<file path="src/rtl/uart_rx_drain_pkg.sv">
// Shared types and constants for the UART receive-drain block.
package uart_rx_drain_pkg;

    typedef enum logic [1:0] {
        IDLE   = 2'd0,
        SETUP  = 2'd1,
        ACCESS = 2'd2,
        CLR    = 2'd3
    } state_e;

    localparam int unsigned DATA_W = 8;
    localparam int unsigned ADDR_W = 5;
    localparam int unsigned ERR_W  = 2;
    localparam int unsigned CNT_W  = 8;

    // m_err bit positions: {framing, parity}
    localparam int unsigned ERR_PARITY_BIT  = 0;
    localparam int unsigned ERR_FRAMING_BIT = 1;

    localparam logic [ADDR_W-1:0] RXDATA_ADDR_DEFAULT = 5'h04;

endpackage

</file>
<file path="src/rtl/uart_rx_drain_fifo.sv">
// Circular FIFO with wrap-around pointers; head entry reads as zero when empty.
module uart_rx_drain_fifo #(
    parameter int unsigned WIDTH = 8,
    parameter int unsigned DEPTH = 4
) (
    input  logic             clk,
    input  logic             rst_n,
    input  logic             push,
    input  logic [WIDTH-1:0] push_data,
    input  logic             pop,
    output logic [WIDTH-1:0] head_data,
    output logic             empty,
    output logic             full
);

    localparam int unsigned PTR_W = (DEPTH > 1) ? $clog2(DEPTH) : 1;
    localparam int unsigned OCC_W = PTR_W + 1;

    logic [WIDTH-1:0] mem_q [DEPTH];
    logic [PTR_W-1:0] wr_ptr_q, wr_ptr_d;
    logic [PTR_W-1:0] rd_ptr_q, rd_ptr_d;
    logic [OCC_W-1:0] count_q, count_d;
    logic             do_push;
    logic             do_pop;

    assign empty     = (count_q == '0);
    assign full      = (count_q == OCC_W'(DEPTH));
    assign do_push   = push && !full;
    assign do_pop    = pop && !empty;
    assign head_data = empty ? '0 : mem_q[rd_ptr_q];

    // Power-of-two depth lets the pointers wrap by natural overflow.
    always_comb begin
        wr_ptr_d = wr_ptr_q;
        rd_ptr_d = rd_ptr_q;
        count_d  = count_q;
        if (do_push) begin
            wr_ptr_d = wr_ptr_q + PTR_W'(1);
        end
        if (do_pop) begin
            rd_ptr_d = rd_ptr_q + PTR_W'(1);
        end
        case ({do_push, do_pop})
            2'b10:   count_d = count_q + OCC_W'(1);
            2'b01:   count_d = count_q - OCC_W'(1);
            default: count_d = count_q;
        endcase
    end

    always_ff @(posedge clk or negedge rst_n) begin
        if (!rst_n) begin
            wr_ptr_q <= '0;
            rd_ptr_q <= '0;
            count_q  <= '0;
        end else begin
            wr_ptr_q <= wr_ptr_d;
            rd_ptr_q <= rd_ptr_d;
            count_q  <= count_d;
        end
    end

    always_ff @(posedge clk) begin
        if (do_push) begin
            mem_q[wr_ptr_q] <= push_data;
        end
    end

endmodule

</file>
<file path="src/rtl/uart_rx_drain.sv">
// Drains received bytes from a UART over APB into a small FIFO for a streaming consumer.
// Define UART_RX_DRAIN_ERRFLAG_EN to capture parity/framing flags and count errored bytes.
module uart_rx_drain
    import uart_rx_drain_pkg::*;
#(
    parameter logic [ADDR_W-1:0] RXDATA_ADDR = RXDATA_ADDR_DEFAULT,
    parameter int unsigned       FIFO_DEPTH  = 4
) (
    input  logic              PCLK,
    input  logic              PRESETN,
    input  logic              RXRDY,
    input  logic              PARITY_ERR,
    input  logic              FRAMING_ERR,
    output logic              PSEL,
    output logic              PENABLE,
    output logic              PWRITE,
    output logic [ADDR_W-1:0] PADDR,
    output logic [DATA_W-1:0] PWDATA,
    input  logic [DATA_W-1:0] PRDATA,
    input  logic              PREADY,
    output logic [DATA_W-1:0] m_data,
    output logic [ERR_W-1:0]  m_err,
    output logic              m_valid,
    input  logic              m_ready,
    output logic [CNT_W-1:0]  drop_cnt
);

    state_e            state_q, state_d;
    logic              rst_done_q;
    logic              psel_q, psel_d;
    logic              penable_q, penable_d;
    logic [ADDR_W-1:0] paddr_q, paddr_d;
    logic              push;
    logic              pop;
    logic              fifo_empty;
    logic              fifo_full;

    assign PSEL    = psel_q;
    assign PENABLE = penable_q;
    assign PADDR   = paddr_q;
    assign PWRITE  = 1'b0;
    assign PWDATA  = '0;
    assign m_valid = !fifo_empty;
    assign pop     = m_valid && m_ready;

    // APB bus signals are computed for the next state so they come straight from flops.
    always_comb begin
        state_d   = state_q;
        psel_d    = 1'b0;
        penable_d = 1'b0;
        paddr_d   = paddr_q;
        push      = 1'b0;
        case (state_q)
            IDLE: begin
                if (rst_done_q && RXRDY && !fifo_full) begin
                    state_d = SETUP;
                    psel_d  = 1'b1;
                    paddr_d = RXDATA_ADDR;
                end
            end
            SETUP: begin
                state_d   = ACCESS;
                psel_d    = 1'b1;
                penable_d = 1'b1;
            end
            ACCESS: begin
                if (PREADY) begin
                    push    = 1'b1;
                    state_d = CLR;
                end else begin
                    psel_d    = 1'b1;
                    penable_d = 1'b1;
                end
            end
            CLR: begin
                state_d = IDLE;
            end
            default: begin
                state_d = IDLE;
            end
        endcase
    end

    // rst_done_q holds IDLE for the first edge after reset release.
    always_ff @(posedge PCLK or negedge PRESETN) begin
        if (!PRESETN) begin
            state_q    <= IDLE;
            rst_done_q <= 1'b0;
            psel_q     <= 1'b0;
            penable_q  <= 1'b0;
            paddr_q    <= '0;
        end else begin
            state_q    <= state_d;
            rst_done_q <= 1'b1;
            psel_q     <= psel_d;
            penable_q  <= penable_d;
            paddr_q    <= paddr_d;
        end
    end

`ifdef UART_RX_DRAIN_ERRFLAG_EN
    localparam int unsigned FIFO_W = DATA_W + ERR_W;

    logic [ERR_W-1:0]  err_in;
    logic [FIFO_W-1:0] head;
    logic [CNT_W-1:0]  drop_cnt_q, drop_cnt_d;

    always_comb begin
        err_in                  = '0;
        err_in[ERR_FRAMING_BIT] = FRAMING_ERR;
        err_in[ERR_PARITY_BIT]  = PARITY_ERR;
    end

    always_comb begin
        drop_cnt_d = drop_cnt_q;
        if (push && (err_in != '0) && (drop_cnt_q != '1)) begin
            drop_cnt_d = drop_cnt_q + CNT_W'(1);
        end
    end

    always_ff @(posedge PCLK or negedge PRESETN) begin
        if (!PRESETN) begin
            drop_cnt_q <= '0;
        end else begin
            drop_cnt_q <= drop_cnt_d;
        end
    end

    assign m_data   = head[DATA_W-1:0];
    assign m_err    = head[FIFO_W-1:DATA_W];
    assign drop_cnt = drop_cnt_q;

    uart_rx_drain_fifo #(
        .WIDTH (FIFO_W),
        .DEPTH (FIFO_DEPTH)
    ) u_fifo (
        .clk       (PCLK),
        .rst_n     (PRESETN),
        .push      (push),
        .push_data ({err_in, PRDATA}),
        .pop       (pop),
        .head_data (head),
        .empty     (fifo_empty),
        .full      (fifo_full)
    );
`else
    logic err_unused;

    assign err_unused = PARITY_ERR ^ FRAMING_ERR;
    assign m_err      = '0;
    assign drop_cnt   = '0;

    uart_rx_drain_fifo #(
        .WIDTH (DATA_W),
        .DEPTH (FIFO_DEPTH)
    ) u_fifo (
        .clk       (PCLK),
        .rst_n     (PRESETN),
        .push      (push),
        .push_data (PRDATA),
        .pop       (pop),
        .head_data (m_data),
        .empty     (fifo_empty),
        .full      (fifo_full)
    );
`endif

endmodule

</file>
<file path="config.mk">
export PLATFORM = sky130hd
export DESIGN_NAME = uart_rx_drain
export DESIGN_NICKNAME = d
export VERILOG_FILES = /design/src/rtl/uart_rx_drain_pkg.sv /design/src/rtl/uart_rx_drain_fifo.sv /design/src/rtl/uart_rx_drain.sv
export SDC_FILE = /design/constraint.sdc
export NUM_CORES = 1
export LEC_CHECK = 0
export CAP_MARGIN = 20
export CORE_MARGIN = 8
export CORE_UTILIZATION = 51
export CTS_BUF_LIST = sky130_fd_sc_hd__clkbuf_2 sky130_fd_sc_hd__clkbuf_4 sky130_fd_sc_hd__clkbuf_8
export CTS_CLUSTER_SIZE = 40
export DETAILED_ROUTE_END_ITERATION = 7
export PLACE_DENSITY = 0.9
export SYNTH_ARGS = -nofsm -noshare
export SYNTH_HDL_FRONTEND = slang
export SYNTH_SLANG_ARGS = --single-unit
</file>
<file path="constraint.sdc">
create_clock -name PCLK -period 2.95 [get_ports PCLK]
set_clock_uncertainty 0.1 [all_clocks]
set_input_delay 0.295 -clock PCLK [delete_from_list [all_inputs] [get_ports PCLK]]
set_output_delay 0.295 -clock PCLK [all_outputs]
set_load 0.1 [all_outputs]
</file>
==> flow_summary.html, run 1 <==
<table>
<tr><th>Metric</th><th>Value</th></tr>
<tr><th colspan="2">Run status</th></tr>
<tr><td>Status</td><td>finished, final reports clean</td></tr>
<tr><th colspan="2">Critical path</th></tr>
<tr><td>Worst setup path category</td><td>register to primary output</td></tr>
<tr><td>Startpoint type of the worst setup path</td><td>register</td></tr>
<tr><td>Arrival time of data at the critical path endpoint</td><td>2010 ps</td></tr>
<tr><td>Worst path required time</td><td>2560 ps</td></tr>
<tr><td>Origin of the worst setup path</td><td>u_fifo.rd_ptr_q[0]</td></tr>
<tr><td>Worst flop-to-flop path startpoint</td><td>u_fifo.count_q[1]</td></tr>
<tr><td>Max FO, Critical Path</td><td>10</td></tr>
<tr><td>Endpoint class of the critical path</td><td>primary output</td></tr>
<tr><th colspan="2">Finish</th></tr>
<tr><td>Sequential cell area</td><td>1290 sq um</td></tr>
<tr><td>Area of combinational cells with multiple inputs</td><td>693 sq um</td></tr>
<tr><td>Filler cells</td><td>297</td></tr>
<tr><td>Utilization of the core after routing</td><td>0.601</td></tr>
<tr><td>Share of final-layout standard cells stronger than drive strength 1</td><td>0.216</td></tr>
<tr><td>Area added between synthesis and finish</td><td>13.1%</td></tr>
<tr><td>Nets</td><td>192</td></tr>
<tr><td>Count of antenna diodes in the layout</td><td>0</td></tr>
<tr><th colspan="2">Route</th></tr>
<tr><td>Top layer used by detailed routing</td><td>met4</td></tr>
<tr><td>Met1 Routed Length</td><td>1350 um</td></tr>
<tr><td>Via-to-Cell Ratio</td><td>5.04</td></tr>
<tr><td>DRC errors left</td><td>0</td></tr>
<tr><td>Initial drt markers</td><td>94</td></tr>
<tr><td>Met2 routed wirelength</td><td>2000 um</td></tr>
<tr><td>Amount of wire on met3 after detailed routing</td><td>342 um</td></tr>
<tr><td>Final routed wirelength across all metal layers</td><td>3740 um</td></tr>
<tr><td>Detailed-route wire length per cell</td><td>17.2 um</td></tr>
<tr><td>Detailed-router iteration count before antenna repair</td><td>4</td></tr>
<tr><td>Total number of vias</td><td>1093</td></tr>
<tr><td>Post-route antenna net violation count</td><td>0</td></tr>
<tr><th colspan="2">STA</th></tr>
<tr><td>Final count of pins violating max slew</td><td>0</td></tr>
<tr><td>Setup repair after global routing missed its margin</td><td>no</td></tr>
<tr><td>Transition time of the tightest slew-check pin</td><td>588 ps</td></tr>
<tr><td>Aggregate negative setup slack</td><td>0 ps</td></tr>
<tr><td>Max Freq</td><td>416 MHz</td></tr>
<tr><td>Final critical delay including setup and external delays</td><td>2400 ps</td></tr>
<tr><td>Slew HR</td><td>0.608</td></tr>
<tr><td>Count of endpoints failing setup in the final report</td><td>0</td></tr>
<tr><td>Final Hold Violating Endpoints</td><td>0</td></tr>
<tr><td>Fin crit share</td><td>0.815</td></tr>
<tr><td>Final worst-path setup slack</td><td>546 ps</td></tr>
<tr><th colspan="2">Yosys</th></tr>
<tr><td>Library cell with the highest instance count after synthesis</td><td>sky130_fd_sc_hd__edfxtp_1</td></tr>
<tr><td>Gate Count Post-Synth</td><td>140</td></tr>
<tr><td>Count of unique library cells instantiated by Yosys</td><td>32</td></tr>
<tr><td>Syn. warnings</td><td>0</td></tr>
<tr><td>Most instantiated cells after synthesis</td><td>sky130_fd_sc_hd__edfxtp_1 (32), sky130_fd_sc_hd__buf_4 (23), sky130_fd_sc_hd__dfrtp_1 (13), sky130_fd_sc_hd__ha_1 (10), sky130_fd_sc_hd__and2_1 (9)</td></tr>
<tr><td>Synthesized area per cell</td><td>15.2 sq um</td></tr>
<tr><td>FFs w/ async S/R, synth</td><td>0.289</td></tr>
<tr><td>Number of register bits inferred by synthesis</td><td>45</td></tr>
<tr><td>Biggest area contributors in the synthesized netlist</td><td>sky130_fd_sc_hd__edfxtp_1 (45%), sky130_fd_sc_hd__dfrtp_1 (15%), sky130_fd_sc_hd__mux4_2 (8.5%), sky130_fd_sc_hd__buf_4 (8.1%), sky130_fd_sc_hd__ha_1 (5.9%)</td></tr>
<tr><td>Largest area contributor in the netlist</td><td>sky130_fd_sc_hd__edfxtp_1</td></tr>
<tr><td>Cell area after synthesis</td><td>2120 sq um</td></tr>
<tr><td>Sequential element share of the synthesized area</td><td>0.606</td></tr>
<tr><td>Portion of synthesized cell area occupied by the leading cell type</td><td>0.453</td></tr>
<tr><td>Number of enable flip-flop cells after synthesis</td><td>32</td></tr>
<tr><td>Top FF cell, synth</td><td>sky130_fd_sc_hd__edfxtp_1</td></tr>
<tr><th colspan="2">Clock network</th></tr>
<tr><td>Num CTS Buffers</td><td>5</td></tr>
<tr><td>Clock transition time at the flip-flop clock pins of the worst setup and hold paths</td><td>80 ps</td></tr>
<tr><td>Clock tree sinks</td><td>45</td></tr>
<tr><td>Post-CTS Setup Repair Bufs</td><td>0</td></tr>
<tr><td>Maximum buffer depth of the clock tree</td><td>2</td></tr>
<tr><td>TritonCTS clock tree</td><td>built</td></tr>
<tr><td>Hold-fix buffers, CTS</td><td>0</td></tr>
<tr><td>Clock latency on the worst-skew pair</td><td>290 ps</td></tr>
<tr><td>Cells resized by post-CTS repair</td><td>0</td></tr>
<tr><td>H-tree level count</td><td>2</td></tr>
<tr><td>Clock root buffer</td><td>sky130_fd_sc_hd__clkbuf_8</td></tr>
<tr><th colspan="2">Placement</th></tr>
<tr><td>Gpl congestion</td><td>0.718</td></tr>
<tr><td>Post-place setup slack</td><td>603 ps</td></tr>
<tr><td>Dpl hpwl</td><td>2790 um</td></tr>
<tr><td>Count of buffers from port buffering</td><td>24</td></tr>
<tr><th colspan="2">Floorplan</th></tr>
<tr><td>I/O pin count</td><td>50</td></tr>
<tr><td>CORE AREA</td><td>4000 sq um</td></tr>
<tr><td>Starting density of the core</td><td>0.531</td></tr>
<tr><td>FP Rows</td><td>23</td></tr>
<tr><td>Floorplan die height</td><td>80.5 um</td></tr>
<tr><td>Area of the die</td><td>6480 sq um</td></tr>
<tr><td>Die boundary width</td><td>80.5 um</td></tr>
<tr><th colspan="2">GRT</th></tr>
<tr><td>Grt ovf</td><td>0</td></tr>
<tr><td>Total GRT Usage</td><td>0.121</td></tr>
<tr><td>Maximum number of pins on one net before global-route repair</td><td>15</td></tr>
<tr><td>Wire length of the first global-routing pass</td><td>5800 um</td></tr>
<tr><td>Antenna violations before repair</td><td>0</td></tr>
<tr><td>Via count of the first global-routing pass</td><td>1151</td></tr>
<tr><th colspan="2">Flow run</th></tr>
<tr><td>Max-cap violation count</td><td>0</td></tr>
<tr><th colspan="2">Worst hold path</th></tr>
<tr><td>Worst hold-check path type</td><td>input port to asynchronous set/reset pin</td></tr>
</table>
[path summary, 6_finish.rpt]
| check | end | slack, ps | depth (start not counted) |
|---|---|---|---|
| worst max register to register | u_fifo.count_q[1] | 550 | 6 |
| worst max-delay path | m_data[5] | 550 | 3 |
| worst min register to register | PADDR[2] | 390 | 1 |
| min in group PCLK | PADDR[2] | 390 | 1 |
| max in group asynchronous | u_fifo.count_q[2] | 2110 | 1 |
| worst min-delay path | u_fifo.rd_ptr_q[1] | 260 | 1 |
[routing by layer]
metal | GRT usage | up-vias
met5 | 0 | -
met4 | 0.0436 | 0
met3 | 0.0458 | 6
met2 | 0.223 | 42
met1 | 0.118 | 557
li1 | - | 488
[cell usage in the layout (no fill, tap or decap), types with 2 or more instances in the layout]
| cell | netlist | routed |
|---|---|---|
| sky130_fd_sc_hd__buf_4 | 23 | 12 |
| sky130_fd_sc_hd__inv_1 | 8 | 8 |
| sky130_fd_sc_hd__xnor2_1 | 3 | 3 |
| sky130_fd_sc_hd__mux4_2 | 8 | 8 |
| sky130_fd_sc_hd__edfxtp_1 | 32 | 32 |
| sky130_fd_sc_hd__clkdlybuf4s50_1 | 0 | 12 |
| sky130_fd_sc_hd__nor2b_1 | 2 | 2 |
| sky130_fd_sc_hd__clkbuf_8 | 0 | 6 |
| sky130_fd_sc_hd__and2_1 | 9 | 9 |
| sky130_fd_sc_hd__conb_1 | 2 | 24 |
| sky130_fd_sc_hd__xor2_1 | 3 | 3 |
| sky130_fd_sc_hd__dfrtp_1 | 13 | 13 |
| sky130_fd_sc_hd__and2_2 | 4 | 4 |
| sky130_fd_sc_hd__nor2_1 | 3 | 3 |
| sky130_fd_sc_hd__ha_1 | 10 | 10 |
[state kept, by name, summed over array words and instances (netlist names)]
register         flops
rst_done_q           1
PENABLE              1
u_fifo.wr_ptr_q      2
PSEL                 1
u_fifo.rd_ptr_q      2
u_fifo.count_q       3
PADDR                1
u_fifo.mem_q        32
state_q              2
[kinds of logic after synthesis]
family          after synthesis  synth area share
compound gates                6            0.0212
xor+xnor                      6            0.0248
fa+ha+maj                    11            0.0684
buf+inv                      35             0.107
flops                        45             0.606
mux                          10            0.0972
other cells                   2           0.00354
simple gates                 25            0.0725
[critical path: stages (launching register included)]
cell and delay [ps]:
sky130_fd_sc_hd__dfrtp_1 720, sky130_fd_sc_hd__mux4_2 590, sky130_fd_sc_hd__and2_1 170, sky130_fd_sc_hd__buf_4 230
[final cells by class]
class	count	share of cell area
clock buffer	6	0.0344
clock inverter	2	0.0156
inverter	8	0.0125
multi-input combinational	82	0.289
sequential	45	0.535
tap	50	0.0260
timing repair buffer	24	0.0875
[through the flow]
stage                     instances  instance area (sq um)  hold slack [ps]
after global routing            217                   2400              315
final                           217                   2400              260
after detailed placement        209                   2280              367
after global placement          209                   2280              354
after floorplan                 162                   2210             -101
after CTS                       217                   2400              277
Power of run 1 is not shown: default switching activity piles up to over one toggle a cycle in this logic, so the estimate is an artifact.
==> run 2, diff against run 1 <==
--- a/config.mk
+++ b/config.mk
@@ -7,11 +7,11 @@
 export LEC_CHECK = 0
 export CAP_MARGIN = 20
 export CORE_MARGIN = 8
-export CORE_UTILIZATION = 51
+export CORE_UTILIZATION = 46
 export CTS_BUF_LIST = sky130_fd_sc_hd__clkbuf_2 sky130_fd_sc_hd__clkbuf_4 sky130_fd_sc_hd__clkbuf_8
 export CTS_CLUSTER_SIZE = 40
 export DETAILED_ROUTE_END_ITERATION = 7
-export PLACE_DENSITY = 0.9
+export PLACE_DENSITY = 0.87
 export SYNTH_ARGS = -nofsm -noshare
 export SYNTH_HDL_FRONTEND = slang
 export SYNTH_SLANG_ARGS = --single-unit
==> constraint.sdc (replaced) <==
create_clock -name PCLK -period 1.95 [get_ports PCLK]
set_clock_uncertainty 0.1 [all_clocks]
set_input_delay 0.195 -clock PCLK [delete_from_list [all_inputs] [get_ports PCLK]]
set_output_delay 0.195 -clock PCLK [all_outputs]
set_load 0.1 [all_outputs]
==> flow_summary.html, run 2 (synthesis results as in run 1) <==
<table>
<tr><th>Metric</th><th>Value</th></tr>
<tr><th colspan="2">Run status</th></tr>
<tr><td>Status</td><td>finished with violations</td></tr>
<tr><td>Violated checks</td><td>setup timing</td></tr>
<tr><th colspan="2">Clock network</th></tr>
<tr><td>Maximum buffer depth of the clock tree</td><td>2</td></tr>
<tr><td>Hold-fix buffers, CTS</td><td>0</td></tr>
<tr><td>Clock tree sinks</td><td>45</td></tr>
<tr><td>Clock root buffer</td><td>sky130_fd_sc_hd__clkbuf_8</td></tr>
<tr><td>H-tree level count</td><td>2</td></tr>
<tr><td>TritonCTS clock tree</td><td>built</td></tr>
<tr><td>Clock transition time at the flip-flop clock pins of the worst setup and hold paths</td><td>80 ps</td></tr>
<tr><td>Clock latency on the worst-skew pair</td><td>290 ps</td></tr>
<tr><td>Num CTS Buffers</td><td>5</td></tr>
<tr><th colspan="2">Finish</th></tr>
<tr><td>Most common cell after layout, fill and taps aside</td><td>sky130_fd_sc_hd__edfxtp_1</td></tr>
<tr><td>Most used cells in the layout excluding fill and tap cells</td><td>sky130_fd_sc_hd__edfxtp_1 (32), sky130_fd_sc_hd__conb_1 (24), sky130_fd_sc_hd__buf_4 (14), sky130_fd_sc_hd__dfrtp_1 (13), sky130_fd_sc_hd__clkdlybuf4s50_1 (12)</td></tr>
<tr><td>Max FFs per register</td><td>32</td></tr>
<tr><td>Area added between synthesis and finish</td><td>27.7%</td></tr>
<tr><td>Final non-filler cell area</td><td>2710 sq um</td></tr>
<tr><td>Largest registers</td><td>u_fifo.mem_q (32), u_fifo.count_q (3)</td></tr>
<tr><td>Nets</td><td>208</td></tr>
<tr><td>Count of antenna diodes in the layout</td><td>0</td></tr>
<tr><td>Top register by number of flip-flops</td><td>u_fifo.mem_q</td></tr>
<tr><td>Filler cells</td><td>304</td></tr>
<tr><td>Share of final-layout standard cells stronger than drive strength 1</td><td>0.366</td></tr>
<tr><th colspan="2">Route</th></tr>
<tr><td>Total number of vias</td><td>1088</td></tr>
<tr><td>Detailed-router iteration count before antenna repair</td><td>2</td></tr>
<tr><td>Initial drt markers</td><td>31</td></tr>
<tr><td>DRC errors left</td><td>0</td></tr>
<tr><td>Final routed wirelength across all metal layers</td><td>3600 um</td></tr>
<tr><td>Detailed-route wire length per cell</td><td>15.3 um</td></tr>
<tr><td>Post-route antenna net violation count</td><td>0</td></tr>
<tr><td>Via-to-Cell Ratio</td><td>4.63</td></tr>
<tr><th colspan="2">STA</th></tr>
<tr><td>Transition time of the tightest slew-check pin</td><td>621 ps</td></tr>
<tr><td>Final count of pins violating max slew</td><td>0</td></tr>
<tr><td>Slew HR</td><td>0.585</td></tr>
<tr><td>Setup repair after global routing missed its margin</td><td>yes</td></tr>
<tr><td>Max Freq</td><td>474 MHz</td></tr>
<tr><td>Fin crit share</td><td>1.08</td></tr>
<tr><td>Final worst-path setup slack</td><td>-158 ps</td></tr>
<tr><td>Final Hold Violating Endpoints</td><td>0</td></tr>
<tr><td>Count of endpoints failing setup in the final report</td><td>11</td></tr>
<tr><td>Final critical delay including setup and external delays</td><td>2110 ps</td></tr>
<tr><th colspan="2">Critical path</th></tr>
<tr><td>Endpoint class of the critical path</td><td>register</td></tr>
<tr><td>Max FO, Critical Path</td><td>2</td></tr>
<tr><td>Worst setup path category</td><td>register to register</td></tr>
<tr><td>Worst path required time</td><td>2070 ps</td></tr>
<tr><td>Arrival time of data at the critical path endpoint</td><td>2230 ps</td></tr>
<tr><td>Startpoint type of the worst setup path</td><td>register</td></tr>
<tr><th colspan="2">GRT</th></tr>
<tr><td>Wire length of the first global-routing pass</td><td>5910 um</td></tr>
<tr><td>Maximum number of pins on one net before global-route repair</td><td>16</td></tr>
<tr><td>Total GRT Usage</td><td>0.107</td></tr>
<tr><td>Via count of the first global-routing pass</td><td>1235</td></tr>
<tr><td>Antenna violations before repair</td><td>0</td></tr>
<tr><td>Grt ovf</td><td>0</td></tr>
<tr><th colspan="2">Placement</th></tr>
<tr><td>Count of buffers from port buffering</td><td>24</td></tr>
<tr><td>Gpl congestion</td><td>0.810</td></tr>
<tr><td>Total cell area at the placement stage</td><td>2510 sq um</td></tr>
<tr><td>Dpl hpwl</td><td>2650 um</td></tr>
<tr><th colspan="2">Floorplan</th></tr>
<tr><td>CORE AREA</td><td>4410 sq um</td></tr>
<tr><td>FP Rows</td><td>24</td></tr>
<tr><td>Starting density of the core</td><td>0.481</td></tr>
<tr><td>Die boundary width</td><td>83.9 um</td></tr>
<tr><td>I/O pin count</td><td>50</td></tr>
<tr><td>Floorplan die height</td><td>83.9 um</td></tr>
<tr><td>Area of the die</td><td>7050 sq um</td></tr>
<tr><th colspan="2">Worst hold path</th></tr>
<tr><td>Worst hold-check path type</td><td>input port to asynchronous set/reset pin</td></tr>
<tr><th colspan="2">Flow run</th></tr>
<tr><td>Max-cap violation count</td><td>0</td></tr>
</table>
## run 2: final timing paths
check | from | end | slack [ps] | cells past startpoint
worst max-delay path | u_fifo.count_q[1] | u_fifo.count_q[2] | -160 | 9
worst min-delay path | PRESETN | u_fifo.count_q[1] | 180 | 1
worst max register to register | u_fifo.count_q[1] | u_fifo.count_q[2] | -160 | 9
worst min register to register | PADDR[2] | PADDR[2] | 390 | 1
max in group asynchronous | PRESETN | u_fifo.wr_ptr_q[0] | 1170 | 1
min in group PCLK | PADDR[2] | PADDR[2] | 390 | 1
## run 2: area by class of cell
| type | count | area (sq um) | area share |
|---|---|---|---|
| Clock buffer | 5 | 68.8 | 0.0254 |
| Sequential cell | 45 | 1290 | 0.474 |
| Multi-Input combinational cell | 82 | 749 | 0.276 |
| Timing Repair Buffer | 40 | 490 | 0.181 |
| Inverter | 8 | 30.0 | 0.0111 |
| Tap cell | 52 | 65.1 | 0.0240 |
| Clock inverter | 3 | 21.3 | 0.00784 |
## run 2: metal layers
layer,wire [um],global-route usage,part of all wire
met3,255,0.0537,0.071
met5,0,0,0
met2,1850,0.183,0.52
met1,1420,0.106,0.40
met4,65,0.0471,0.018
## run 2: per-stage QoR
step	cells	util	TNS [ps]	hold slack (ps)	setup WS [ps]
CTS	234	0.608	-501	194	-143
finish	235	0.614	-932	185	-158
detailed placement	223	0.569	-311	361	-219
floorplan	162	-	-390	-201	-239
global route	235	0.614	-1370	228	-246
global placement	223	0.569	-216	353	-126
## run 2: worst max-delay path: stages (launching register included)
cell and delay [ps]:
sky130_fd_sc_hd__dfrtp_1 390, sky130_fd_sc_hd__or3b_1 400, sky130_fd_sc_hd__and3_4 170, sky130_fd_sc_hd__inv_2 60, sky130_fd_sc_hd__ha_4 120, sky130_fd_sc_hd__inv_2 40, sky130_fd_sc_hd__fa_2 330, sky130_fd_sc_hd__xor2_1 150
sky130_fd_sc_hd__nor2_1 110, sky130_fd_sc_hd__xor2_1 160
## run 2: what timing repair did
item                                    4_1_cts  5_1_grt
buffers inserted                              2        1
endpoints found under the hold margin         0        0
endpoints found under the setup margin       10       11
gates cloned                                  1        0
gates resized for setup                      16        2
pin swaps                                    11        2
Power of run 2 is left out for the same reason.
==> run 3, diff against run 2 <==
--- a/config.mk
+++ b/config.mk
@@ -9,7 +9,6 @@
 export CORE_MARGIN = 8
 export CORE_UTILIZATION = 46
 export CTS_BUF_LIST = sky130_fd_sc_hd__clkbuf_2 sky130_fd_sc_hd__clkbuf_4 sky130_fd_sc_hd__clkbuf_8
-export CTS_CLUSTER_SIZE = 40
 export DETAILED_ROUTE_END_ITERATION = 7
 export PLACE_DENSITY = 0.87
 export SYNTH_ARGS = -nofsm -noshare
==> results of run 3 <==
Same layout as run 2: the final DEF is identical, and so are final timing and power.
Power of run 3 is left out for the same reason.
